**config.mk**
```make
export PLATFORM = sky130hd
export DESIGN_NAME = timer_deadtime_flat
export DESIGN_NICKNAME = d
export VERILOG_FILES = /design/src/rtl/timer_deadtime_if.sv /design/src/rtl/timer_deadtime.sv /design/src/flat_wrapper.sv
export SDC_FILE = /design/constraint.sdc
export NUM_CORES = 1
export LEC_CHECK = 0
export BUFFER_PORTS_ARGS = -buffer_cell sky130_fd_sc_hd__buf_2
export CORE_MARGIN = 3
export CORE_UTILIZATION = 25
export CTS_CLUSTER_DIAMETER = 120
export DETAILED_ROUTE_END_ITERATION = 16
export REMOVE_ABC_BUFFERS = 1
export SKIP_CTS_REPAIR_TIMING = 1
export SLEW_MARGIN = 0
export SYNTH_ARGS = -nofsm -noshare
export SYNTH_HDL_FRONTEND = slang
export SYNTH_SLANG_ARGS = --single-unit
```
**constraint.sdc**
```tcl
create_clock -name clk -period 5.7 [get_ports clk]
set_input_delay 0.855 -clock clk [delete_from_list [all_inputs] [get_ports clk]]
set_output_delay 0.855 -clock clk [all_outputs]
set_load 0.02 [all_outputs]
```
**src/rtl/timer_deadtime_if.sv**
```systemverilog
// rtl/timer_deadtime_if.sv - system-peripheral bus bundle for timer_deadtime
interface timer_deadtime_if;
    logic [7:0]  waddr_i;
    logic [31:0] data_i;
    logic [3:0]  sel_i;
    logic        we_i;
    logic [7:0]  raddr_i;
    logic        rd_i;
    logic [31:0] data_o;

    modport master (output waddr_i, data_i, sel_i, we_i, raddr_i, rd_i, input data_o);
    modport slave  (input waddr_i, data_i, sel_i, we_i, raddr_i, rd_i, output data_o);
endinterface

```
**src/rtl/timer_deadtime.sv**
```systemverilog
// rtl/timer_deadtime.sv - complementary PWM stage with programmable dead time and brake
// Optional brake path enabled by defining DEADTIME_BRAKE_EN.
module timer_deadtime (
    input  logic            clk,
    input  logic            rst_n,
    timer_deadtime_if.slave bus,
    input  logic            pwm_i,
    input  logic            brk_i,
    output logic            pwm_hi_o,
    output logic            pwm_lo_o,
    output logic            irq_brk_o
);
    localparam logic [7:0] A_CTRL = 8'h00;
    localparam logic [7:0] A_CFG  = 8'h04;
    localparam logic [7:0] A_STAT = 8'h08;

    typedef enum logic [2:0] {
        ST_OFF  = 3'd0,
        ST_LO   = 3'd1,
        ST_DT_R = 3'd2,
        ST_HI   = 3'd3,
        ST_DT_F = 3'd4
    } state_t;

    state_t      state_q, state_d;
    logic        en_q, en_d, brk_ie_q, brk_ie_d, pol_q, pol_d;
    logic [7:0]  dtr_q, dtr_d, dtf_q, dtf_d;
    logic [7:0]  cnt_q, cnt_d;
    logic [7:0]  swal_q, swal_d;
    logic [15:0] dlv_q, dlv_d;
    logic        pwm_q;
    logic        hi_q, hi_d, lo_q, lo_d;
    logic [31:0] data_q, data_d, rdata;
    logic        brk_flag;

    wire wr_ctrl = bus.we_i && (bus.waddr_i == A_CTRL);
    wire wr_cfg  = bus.we_i && (bus.waddr_i == A_CFG);
    wire unused_bus = &{1'b0, bus.sel_i, bus.data_i[31:16]};

`ifdef DEADTIME_BRAKE_EN
    logic brk_m_q, brk_s_q, brk_flag_q, brk_flag_d, irq_q, irq_d;
    wire  brk_clr = bus.we_i && (bus.waddr_i == A_STAT) && bus.data_i[0];

    // Set dominates clear, so the flag cannot drop while the brake is still held.
    always_comb begin
        brk_flag_d = brk_s_q | (brk_flag_q & ~brk_clr);
        irq_d      = brk_s_q & ~brk_flag_q & brk_ie_q;
    end

    always_ff @(posedge clk or negedge rst_n) begin
        if (!rst_n) begin
            brk_m_q    <= 1'b0;
            brk_s_q    <= 1'b0;
            brk_flag_q <= 1'b0;
            irq_q      <= 1'b0;
        end else begin
            brk_m_q    <= brk_i;
            brk_s_q    <= brk_m_q;
            brk_flag_q <= brk_flag_d;
            irq_q      <= irq_d;
        end
    end

    assign brk_flag  = brk_flag_q;
    assign irq_brk_o = irq_q;
`else
    wire unused_brk = brk_i;
    assign brk_flag  = 1'b0;
    assign irq_brk_o = 1'b0;
`endif

    always_comb begin
        en_d     = en_q;
        brk_ie_d = brk_ie_q;
        pol_d    = pol_q;
        dtr_d    = dtr_q;
        dtf_d    = dtf_q;
        if (wr_ctrl) begin
            en_d     = bus.data_i[0];
            brk_ie_d = bus.data_i[1];
            pol_d    = bus.data_i[2];
        end
        if (wr_cfg) begin
            dtr_d = bus.data_i[7:0];
            dtf_d = bus.data_i[15:8];
        end
    end

    always_comb begin
        state_d = state_q;
        cnt_d   = cnt_q;
        swal_d  = swal_q;
        dlv_d   = dlv_q;
        if (!en_q) begin
            state_d = ST_OFF;
            cnt_d   = 8'd0;
            swal_d  = 8'd0;
            dlv_d   = 16'd0;
        end else if (brk_flag) begin
            state_d = ST_OFF;
            cnt_d   = 8'd0;
        end else begin
            case (state_q)
                ST_OFF: state_d = ST_LO;
                ST_LO: begin
                    if (pwm_q) begin
                        if (dtr_q == 8'd0) begin
                            state_d = ST_HI;
                            dlv_d   = dlv_q + 16'd1;
                        end else begin
                            state_d = ST_DT_R;
                            cnt_d   = dtr_q;
                        end
                    end
                end
                ST_DT_R: begin
                    if (!pwm_q) begin
                        state_d = ST_LO;
                        if (swal_q != 8'hFF) swal_d = swal_q + 8'd1;
                    end else if (cnt_q == 8'd1) begin
                        state_d = ST_HI;
                        dlv_d   = dlv_q + 16'd1;
                    end else begin
                        cnt_d = cnt_q - 8'd1;
                    end
                end
                ST_HI: begin
                    if (!pwm_q) begin
                        if (dtf_q == 8'd0) begin
                            state_d = ST_LO;
                        end else begin
                            state_d = ST_DT_F;
                            cnt_d   = dtf_q;
                        end
                    end
                end
                ST_DT_F: begin
                    // A pulse that returns high inside the gap resumes HI without counting as delivered.
                    if (pwm_q) begin
                        state_d = ST_HI;
                        if (swal_q != 8'hFF) swal_d = swal_q + 8'd1;
                    end else if (cnt_q == 8'd1) begin
                        state_d = ST_LO;
                    end else begin
                        cnt_d = cnt_q - 8'd1;
                    end
                end
                default: state_d = ST_OFF;
            endcase
        end
        hi_d = (state_d == ST_HI) ^ pol_q;
        lo_d = (state_d == ST_LO) ^ pol_q;
    end

    always_comb begin
        rdata = 32'd0;
        case (bus.raddr_i)
            A_CTRL:  rdata = {29'd0, pol_q, brk_ie_q, en_q};
            A_CFG:   rdata = {16'd0, dtf_q, dtr_q};
            A_STAT:  rdata = {dlv_q, swal_q, 4'd0, state_q, brk_flag};
            default: rdata = 32'd0;
        endcase
        data_d = bus.rd_i ? rdata : data_q;
    end

    always_ff @(posedge clk or negedge rst_n) begin
        if (!rst_n) begin
            state_q  <= ST_OFF;
            en_q     <= 1'b0;
            brk_ie_q <= 1'b0;
            pol_q    <= 1'b0;
            dtr_q    <= 8'd0;
            dtf_q    <= 8'd0;
            cnt_q    <= 8'd0;
            swal_q   <= 8'd0;
            dlv_q    <= 16'd0;
            pwm_q    <= 1'b0;
            hi_q     <= 1'b0;
            lo_q     <= 1'b0;
            data_q   <= 32'd0;
        end else begin
            state_q  <= state_d;
            en_q     <= en_d;
            brk_ie_q <= brk_ie_d;
            pol_q    <= pol_d;
            dtr_q    <= dtr_d;
            dtf_q    <= dtf_d;
            cnt_q    <= cnt_d;
            swal_q   <= swal_d;
            dlv_q    <= dlv_d;
            pwm_q    <= pwm_i;
            hi_q     <= hi_d;
            lo_q     <= lo_d;
            data_q   <= data_d;
        end
    end

    assign pwm_hi_o = hi_q;
    assign pwm_lo_o = lo_q;
    assign bus.data_o = data_q;
endmodule

```
**src/flat_wrapper.sv**
```systemverilog
// flat-port wrapper written by rule: the top's interface ports become plain ports
module timer_deadtime_flat 
  (clk, rst_n, pwm_i, brk_i, pwm_hi_o, pwm_lo_o, irq_brk_o, bus_waddr_i, bus_data_i, bus_sel_i, bus_we_i, bus_raddr_i, bus_rd_i, bus_data_o);
  timer_deadtime_if bus_i ();
  input  logic clk;
  input  logic rst_n;
  input  logic pwm_i;
  input  logic brk_i;
  output logic pwm_hi_o;
  output logic pwm_lo_o;
  output logic irq_brk_o;
  input wire logic [$bits(bus_i.waddr_i)-1:0] bus_waddr_i;
  input wire logic [$bits(bus_i.data_i)-1:0] bus_data_i;
  input wire logic [$bits(bus_i.sel_i)-1:0] bus_sel_i;
  input wire logic [$bits(bus_i.we_i)-1:0] bus_we_i;
  input wire logic [$bits(bus_i.raddr_i)-1:0] bus_raddr_i;
  input wire logic [$bits(bus_i.rd_i)-1:0] bus_rd_i;
  output wire logic [$bits(bus_i.data_o)-1:0] bus_data_o;
  assign bus_i.waddr_i = bus_waddr_i;
  assign bus_i.data_i = bus_data_i;
  assign bus_i.sel_i = bus_sel_i;
  assign bus_i.we_i = bus_we_i;
  assign bus_i.raddr_i = bus_raddr_i;
  assign bus_i.rd_i = bus_rd_i;
  assign bus_data_o = bus_i.data_o;
  timer_deadtime u_core (.clk(clk), .rst_n(rst_n), .bus(bus_i), .pwm_i(pwm_i), .brk_i(brk_i), .pwm_hi_o(pwm_hi_o), .pwm_lo_o(pwm_lo_o), .irq_brk_o(irq_brk_o));
endmodule
```
### Yosys cells after proc, flatten, opt, wreduce, memory -nomap -nowiden

Index checks and enable logic that the tools add are counted.

| operators by class | value |
|---|---|
| reductions and logical operators | 10 |
| bitwise operators | 2 |
| add/sub/neg operators | 3 |
| mux-type cells | 31 |
| equal/unequal tests | 24 |

Operator list:

| operator | count |
|---|---|
| 8-bit two-way mux | 12 |
| 32-bit one-hot mux with 3 select lines | 1 |
| 16-bit two-way mux | 5 |
| 3-bit != test, second input constant | 12 |
| 8-bit logical NOT | 4 |
| 16-bit one-hot mux with 2 select lines | 1 |
| 8-bit one-hot mux with 4 select lines | 1 |
| 3-bit two-way mux | 8 |
| 16-bit by 1-bit adder with 16-bit output, second input constant | 1 |
| 8-bit by 3-bit == test with 1-bit output, second input constant | 2 |
| 8-bit one-hot mux with 2 select lines | 1 |
| 3-bit one-hot mux with 5 select lines | 1 |
| 3-bit by 2-bit == test with 1-bit output, second input constant | 3 |
| 8-bit by 1-bit adder with 8-bit output, second input constant | 1 |
| 8-bit by 1-bit == test with 1-bit output, second input constant | 1 |
| 8-bit by 4-bit == test with 1-bit output, second input constant | 1 |
| 8-bit != test, second input constant | 1 |
| 8-bit by 1-bit subtractor with 8-bit output, second input constant | 1 |
| 7-bit AND reduction | 1 |
| 3-bit by 1-bit == test with 1-bit output, second input constant | 2 |
| 5-bit != test, second input constant | 1 |
| 5-bit AND reduction | 1 |
| 3-bit == test, second input constant | 1 |
| 3-bit logical NOT | 1 |
| 4 further kinds | 6 |

| storage, ports and cells | value |
|---|---|
| output and inout bits | 35 |
| logic and storage cells | 83 |
| input port bits | 58 |
| flip-flop bits (word level) | 89 |

### Logic depth before layout (Yosys ltp)

Gate-level depths: netlist (run 1).

| logic depth | value |
|---|---|
| depth after elaboration | 7 |
| mapped depth | 8 |
| gate-level depth less buffers | 7 |

### Worst setup path before layout (run 1)

No wires, ideal clock.

| timing path | value |
|---|---|
| path kind | input-to-reg |
| from | input port bus_raddr_i[7] |
| to | register u_core.data_q[23], in the netlist u_core.bus.data_o[23] |
| slack | 3.405 ns |
| library setup time | 0.077 ns |
| arrival time | 2.218 ns |
| buffers on the path | 2 |
| data required time | 5.623 ns |
| stages | 7 |
| cells stage by stage | or4_1 nor3_1 and3_1 buf_2 buf_2 nand2_1 o21ai_1 |

| between the ends | value |
|---|---|
| word-level cells in the longest chain between the ends | 2 |
| elaborated cells between the ends (all ways) | 4 |
| those cells by class | eq/ne: 2; mux: 1; reduce/logical: 1 |

RTL lines:

| element | line | text |
|---|---|---|
| from (decl) | flat_wrapper.sv:16 | `input wire logic [$bits(bus_i.raddr_i)-1:0] bus_raddr_i;` |
| 8-bit by 4-bit == test with 1-bit output (tied with other cells) | timer_deadtime.sv:157 | `case (bus.raddr_i)` |
| 32-bit one-hot mux with 3 select lines * | timer_deadtime.sv:157 |  |
| to (signal assigned) | timer_deadtime.sv:194 | `data_q <= data_d;` |
| to (decl) | timer_deadtime.sv:33 | `logic [31:0] data_q, data_d, rdata;` |

Mark *: on every way between the ends. The rest lies on a longest branch, timed or not.
A chain may end at the register's enable or synchronous reset.

### Worst setup path after layout (run 1)

| timing path | value |
|---|---|
| from | register u_core.state_q[2] |
| to | register u_core.cnt_q[3] |

| between the ends | value |
|---|---|
| word-level cells in the longest chain between the ends | 3 |
| elaborated cells between the ends (all ways) | 14 |
| those cells by class | eq/ne: 11; mux: 2; reduce/logical: 1 |

RTL lines:

| element | line | text |
|---|---|---|
| from (decl) | timer_deadtime.sv:25 | `state_t state_q, state_d;` |
| from (signal assigned) | timer_deadtime.sv:182 | `state_q <= state_d;` |
| 3-bit by 1-bit == test with 1-bit output (tied with other cells) | timer_deadtime.sv:103 | `case (state_q)` |
| 5-bit != test (no line) (tied with other cells) | -- |  |
| 7-bit AND reduction (no line) or 8-bit two-way mux (tied branches) | -- |  |
| to (signal assigned) | timer_deadtime.sv:188 | `cnt_q <= cnt_d;` |
| to (decl) | timer_deadtime.sv:28 | `logic [7:0] cnt_q, cnt_d;` |

Several ways; a longest one is shown, not always the timed one.

==> reports/metrics.yaml, run 1 <==
setup_viol_count_final: 0
endpoint_kind: "register"
antenna_cells: 0
internal_power_mw: 1.24
dp_hpwl_um: 7930
place_area_mm2: 0.00517
worst_slack_ns: 3.12
via_per_inst: 4.85
slew_viol_final: 0
clk_pin_slew_ns: 0.06
drive_above_1_share_pct: 21.4
num_io_pins: 93
ys_ff_latch: 89
ant_nets: 0
area_growth_pct: 17.4
grt-ovfl-total: 0
async_flop_share_pct: 100
cts_max_path_buffers: 2
dieHeight_um: 142
pwr-share-comb_pct: 23.9
nFillCells: 1913
synth_cell_type_count: 65
grt_antenna_before_repair: 0
wl_um: 11200
fin_total_pwr_mw: 1.85
tightest_slew_ns: 0.906
coreArea_mm2: 0.0181
final_cell_area_mm2: 0.00547
final-seq-area_mm2: 0.00223
syn_area_mm2: 0.00465
min_period_ns: 2.58
dpl_worst_slack_ns: 2.91
io_buffers: 70
rsz0062_at_grt: "no"
cts_sinks: 89
synth_cells: 487
yosys_warnings: 0
tritoncts: "done"
switchingPower_mw: 0.608
place_congestion: 0.859
drt_iter0_drc: 237
hp-class: "input port to asynchronous set/reset pin"
layout.nets: 605
pwr-share-clk_pct: 32.4
drc: 0
initial_core_util_pct: 25.6
path_max_fanout: 27
switching_share_pct: 32.8
cts_buffers: 9
grt_use_total_pct: 11.4
wl_per_cell_um: 14.5
cp_data_required_time_ns: 5.94
relSlewSlack_pct: 39.5
multiInputGateArea_mm2: 0.00212
grt_pass1_vias: 3593
critPathKind: "register to register"
dieWidth_um: 142
grt_pass1_wl_um: 18600
final.setup.tns_ns: 0
grt_max_degree: 51
worst_ep_arrival_time_ns: 2.82
ir_drop_uv: 156
fmax_mhz: 387
min_period_over_period_pct: 45.3
seqPwrFrac_pct: 43.7
finalClockSkew_ns: 0.00725
outcome: "finished, final reports clean"
htreeDepth: 3
syn_avg_cell_area_um2: 9.56
max_cap_viol_count: 0
row_count: 49
hold_viol_final: 0
fp.dieArea_mm2: 0.0203
critPathLaunchType: "register"
ys_seq_area_share_pct: 47.8
insertion_delay_ns: 0.34
synth_top_flop_cell: "dfrtp_1"
root_buffer: "clkbuf_16"
synth-edff-count: 0
firstDrtPassIters: 4
vias: 3764
power_density_mw_per_mm2: 339
power_leakage_nw: 2.44
-- worst paths after layout --
| path | start | endpoint | slack (ns) | depth (start not counted) |
|---|---|---|---|---|
| worst max-delay path | u_core.state_q[2]$_DFF_PN0_ | u_core.cnt_q[3]$_DFFE_PN0P_ | 3.12 | 5 |
| worst min-delay path | rst_n | u_core.dlv_q[8]$_DFFE_PN0P_ | 0.48 | 1 |
| worst max register to register | u_core.state_q[2]$_DFF_PN0_ | u_core.cnt_q[3]$_DFFE_PN0P_ | 3.12 | 5 |
| worst min register to register | u_core.bus.data_o[27]$_DFFE_PN0P_ | u_core.bus.data_o[27]$_DFFE_PN0P_ | 0.51 | 2 |
| max in group asynchronous | rst_n | u_core.bus.data_o[6]$_DFFE_PN0P_ | 4.18 | 2 |
| min in group clk | u_core.bus.data_o[27]$_DFFE_PN0P_ | u_core.bus.data_o[27]$_DFFE_PN0P_ | 0.51 | 2 |
-- final cells by class --
cell class | instances | area share [%]
timing repair buffer | 74 | 7.01
clock buffer | 12 | 4.69
inverter | 40 | 2.75
tap | 229 | 5.24
clock inverter | 3 | 0.733
sequential | 89 | 40.8
multi-input combinational | 329 | 38.8
-- worst max-delay path: stages (launching register included) --
cell      delay, ns
dfrtp_1        0.85
nor4_1         0.14
and4_1         0.33
a211o_4        0.34
or3_1          0.53
a211oi_1       0.28
-- power by group through the flow --
stage / logic (mW) / registers (mW) / clock network, mW
2_1_floorplan: 0.326 / 0.793 / 0
3_3_place_gp: 0.439 / 0.821 / 0
3_5_place_dp: 0.442 / 0.820 / 0
4_1_cts: 0.445 / 0.808 / 0.619
5_1_grt: 0.498 / 0.823 / 0.644
6_report: 0.443 / 0.810 / 0.600
-- sequential cells by signal, summed over array words and instances (netlist names) --
register           cells
u_core.brk_ie_q        1
u_core.pwm_hi_o        1
u_core.cnt_q           8
u_core.dtr_q           8
u_core.dtf_q           8
u_core.state_q         3
u_core.pwm_lo_o        1
u_core.dlv_q          16
u_core.pwm_q           1
u_core.swal_q          8
u_core.en_q            1
u_core.pol_q           1
u_core.bus.data_o     32
-- cell usage after synthesis, types with 3 or more instances --
master / instances / share of area, %
dfrtp_1: 89 / 48
nand2_1: 41 / 3.3
inv_1: 40 / 3.2
nor2_1: 38 / 3.1
o21ai_0: 38 / 4.1
a21oi_1: 21 / 2.3
mux2_2: 18 / 4.4
clkbuf_1: 16 / 1.3
nand3_1: 16 / 1.7
or3_1: 11 / 1.5
mux2i_1: 10 / 2.2
a22o_1: 9 / 1.7
o21ai_1: 9 / 0.97
nand4_1: 8 / 1.1
nor4_1: 8 / 1.1
xnor2_1: 7 / 1.3
xor2_1: 7 / 1.3
nor2b_1: 6 / 0.81
nor3_1: 6 / 0.65
and3_1: 5 / 0.67
o211ai_1: 5 / 0.81
a211oi_1: 4 / 0.65
and2_1: 4 / 0.54
buf_2: 4 / 0.43
buf_6: 4 / 0.97
ha_1: 4 / 1.1
or4_1: 4 / 0.65
buf_4: 3 / 0.48
nand2b_1: 3 / 0.40
o22ai_1: 3 / 0.40
o31ai_1: 3 / 0.48
-- cell usage in the layout (no fill, tap or decap), types with 11 or more instances in the layout --
master and count:
a21oi_1 21, buf_2 69, dfrtp_1 89, inv_1 40, mux2_2 18, nand2_1 41
nand3_1 16, nor2_1 38, o21ai_0 38, or3_1 11
-- cells by family (layout without fill, tap and decap cells) --
logic type / Yosys count / count (layout) / share of synthesized area [%]
multiplexers: 28 / 28 / 6.51
other: 1 / 1 / 0.0806
AND/OR/NAND/NOR: 163 / 163 / 17.8
XOR/XNOR: 14 / 14 / 2.63
adder cells (fa/ha/maj): 4 / 4 / 1.08
flip-flops: 89 / 89 / 47.8
AO/OA/AOI/OAI: 119 / 119 / 17.5
buffers and inverters: 69 / 129 / 6.56
-- metrics by stage --
step           utilization, %  cells  hold slack [ns]
2_1_floorplan               -    458            0.463
3_3_place_gp             28.5    761            0.498
3_5_place_dp             28.5    761            0.502
4_1_cts                  30.1    776            0.497
5_1_grt                  30.1    776            0.524
6_report                 30.1    776            0.483
-- per-layer routing --
layer / share of wire (%) / GRT usage, % / vias to the layer above / wire (um)
met5: 0 / 0 / - / 0
met1: 50 / 16.7 / 1806 / 5660
met3: 5.9 / 2.72 / 9 / 668
met2: 43 / 16.4 / 115 / 4800
met4: 1.1 / 3.55 / 0 / 122
li1: - / - / 1834 / -
Power figures use the tool's default switching activity.
==> run 2: changes to the inputs <==
==> constraint.sdc (replaced) <==
create_clock -name clk -period 2.35 [get_ports clk]
set_input_delay 0.3525 -clock clk [delete_from_list [all_inputs] [get_ports clk]]
set_output_delay 0.3525 -clock clk [all_outputs]
set_load 0.02 [all_outputs]
==> reports/metrics.yaml, run 2 (synthesized netlist as in run 1, its figures left out) <==
outcome: "finished, final reports clean"
cts_sinks: 89  # unchanged
dp_hpwl_um: 8530  # +7.6%
wl_per_cell_um: 14.5  # about the same
reg2reg_depth: 6  # +1
coreArea_mm2: 0.0181  # unchanged
fp.dieArea_mm2: 0.0203  # unchanged
initial_core_util_pct: 25.6  # unchanged
wl_um: 11700  # +3.9%
min_path_cells: 1
clk_pin_slew_ns: 0.07  # about the same
nFillCells: 1888  # -1.3%
grt-ovfl-total: 0  # unchanged
htreeDepth: 3  # unchanged
row_count: 49  # unchanged
layout.nets: 634  # +4.8%
via_per_inst: 4.80  # -1.0%
grt_pass1_wl_um: 19500  # +4.8%
setup_viol_count_final: 0  # unchanged
rr_startpoint: "u_core.dtr_q[4]$_DFFE_PN0P_"
place_congestion: 0.858  # -0.14%
firstDrtPassIters: 5  # +1
final_cell_area_mm2: 0.00571  # +4.4%
dieWidth_um: 142  # unchanged
tritoncts: "done"
critPathKind: "register to register"
antenna_cells: 0  # unchanged
rsz0062_at_grt: "no"
drt_iter0_drc: 221  # -6.8%
finalClockSkew_ns: 0.00932  # +0.00207 ns
grt_use_total_pct: 12.0  # +0.60 points
fmax_mhz: 473  # +22%
final.setup.tns_ns: 0  # unchanged
tightest_slew_ns: 0.874  # -0.0320 ns
dpl_worst_slack_ns: 0.182  # -2.73 ns
cts_max_path_buffers: 2  # unchanged
drc: 0  # unchanged
final-seq-area_mm2: 0.00223  # unchanged
grt_pass1_vias: 3864  # +7.5%
power_leakage_nw: 2.59  # +6.2%
place_area_mm2: 0.00539  # +4.3%
area_growth_pct: 22.6
vias: 3869  # +2.8%
slowest_delay_ns: 0.41  # -0.44 ns
hold_end: "u_core.pwm_q$_DFF_PN0_"
relSlewSlack_pct: 41.6  # +2.1 points
multiInputGateArea_mm2: 0.00212  # +0.12%
grt_max_degree: 76  # +49%
hold_viol_final: 0  # unchanged
dieHeight_um: 142  # unchanged
min_period_over_period_pct: 90.0  # +45 points
layout_commonest_cell: "dfrtp_1"
root_buffer: "clkbuf_16"
min_period_ns: 2.12  # -0.468 ns
r2r-end: "u_core.dlv_q[9]$_DFFE_PN0P_"
io_buffers: 70  # unchanged
ir_drop_uv: 493  # +220%
slew_viol_final: 0  # unchanged
ff2ff_setup_slack_ns: 0.23  # -2.88 ns
ant_nets: 0  # unchanged
cp_slowest_cell: "dfrtp_1"
grt_antenna_before_repair: 0  # unchanged
power_density_mw_per_mm2: 821  # +140%
critPathLaunchType: "register"
worst_slack_ns: 0.234  # -2.88 ns
hp-start: "pwm_i"
final_cell_mix: "dfrtp_1 (89), buf_2 (69), nand2_1 (41)"
cp_data_required_time_ns: 2.61  # -3.33 ns
crit_start: "u_core.dtr_q[4]$_DFFE_PN0P_"
path_max_fanout: 8  # -70%
hp-class: "input port to register"
drive_above_1_share_pct: 25.5  # +4.1 points
num_io_pins: 93  # unchanged
insertion_delay_ns: 0.34  # about the same
endpoint_kind: "register"
cts_buffers: 9  # unchanged
max_cap_viol_count: 0  # unchanged
path_cells: "nor4_1 -> and4_4 -> o2111ai_2 -> buf_4 -> or3_1 -> a21oi_1"
largest_reg_flops: 32  # unchanged
worst_ep_arrival_time_ns: 2.38  # -0.44 ns
[run 2: cell count changes in the layout (fill, tap and decap cells not counted)]
cell           delta
and4_1            -1
inv_6             +2
clkbuf_8          -1
clkinv_2          -1
and4_4            +1
dlygate4sd3_1     +1
buf_4            +27
buf_12            +1
clkinv_4          +1
[run 2: per-stage QoR]
stage	utilization, %	instances	power [mW]	hold WS (ns)
2_1_floorplan	-	458	2.71	0.0569
3_3_place_gp	29.7	789	3.22	0.219
3_5_place_dp	29.7	789	3.23	0.220
4_1_cts	31.4	805	4.72	-0.143
5_1_grt	31.5	806	4.97	0.133
6_report	31.5	806	4.69	0.137
[run 2: how the worst max path moves through the flow]
stage	cells past startpoint	end	slack, ns
floorplan	5	u_core.bus.data_o[30]$_DFFE_PN0P_	0.08
global placement	6	u_core.dlv_q[9]$_DFFE_PN0P_	0.17
detailed placement	5	u_core.dlv_q[12]$_DFFE_PN0P_	0.18
CTS	6	u_core.dlv_q[9]$_DFFE_PN0P_	0.14
global route	5	u_core.dlv_q[10]$_DFFE_PN0P_	0.03
finish	6	u_core.dlv_q[9]$_DFFE_PN0P_	0.23
[run 2: area by class of cell]
type                    count  area share (%)
clock buffers              11            4.25
clock inverters             5            1.07
flip-flops and latches     89            39.0
multi-input cells         329            37.2
inverters                  40            2.63
repair buffers            103            10.8
well taps                 229            5.02
[run 2: where the power goes]
group	switching, mW	internal (mW)
clock	0.611	0.861
sequential	0.192	1.69
combinational	0.744	0.593
[run 2: routing by layer]
layer | up-vias | GRT usage (%) | part of all wire (%) | wire length (um)
met5 | - | 0 | 0 | 0
met2 | 117 | 17.9 | 42 | 4960
met3 | 12 | 2.96 | 6.0 | 704
met1 | 1845 | 16.9 | 50 | 5840
met4 | 0 | 4.10 | 1.4 | 168
li1 | 1895 | - | - | -
[run 2: worst max-delay path, delay by kind of cell (launching register included)]
family | cells | cell delay, ns
flops | 1 | 0.41
compound gates | 2 | 0.31
simple gates | 3 | 1.09
buf+inv | 1 | 0.22
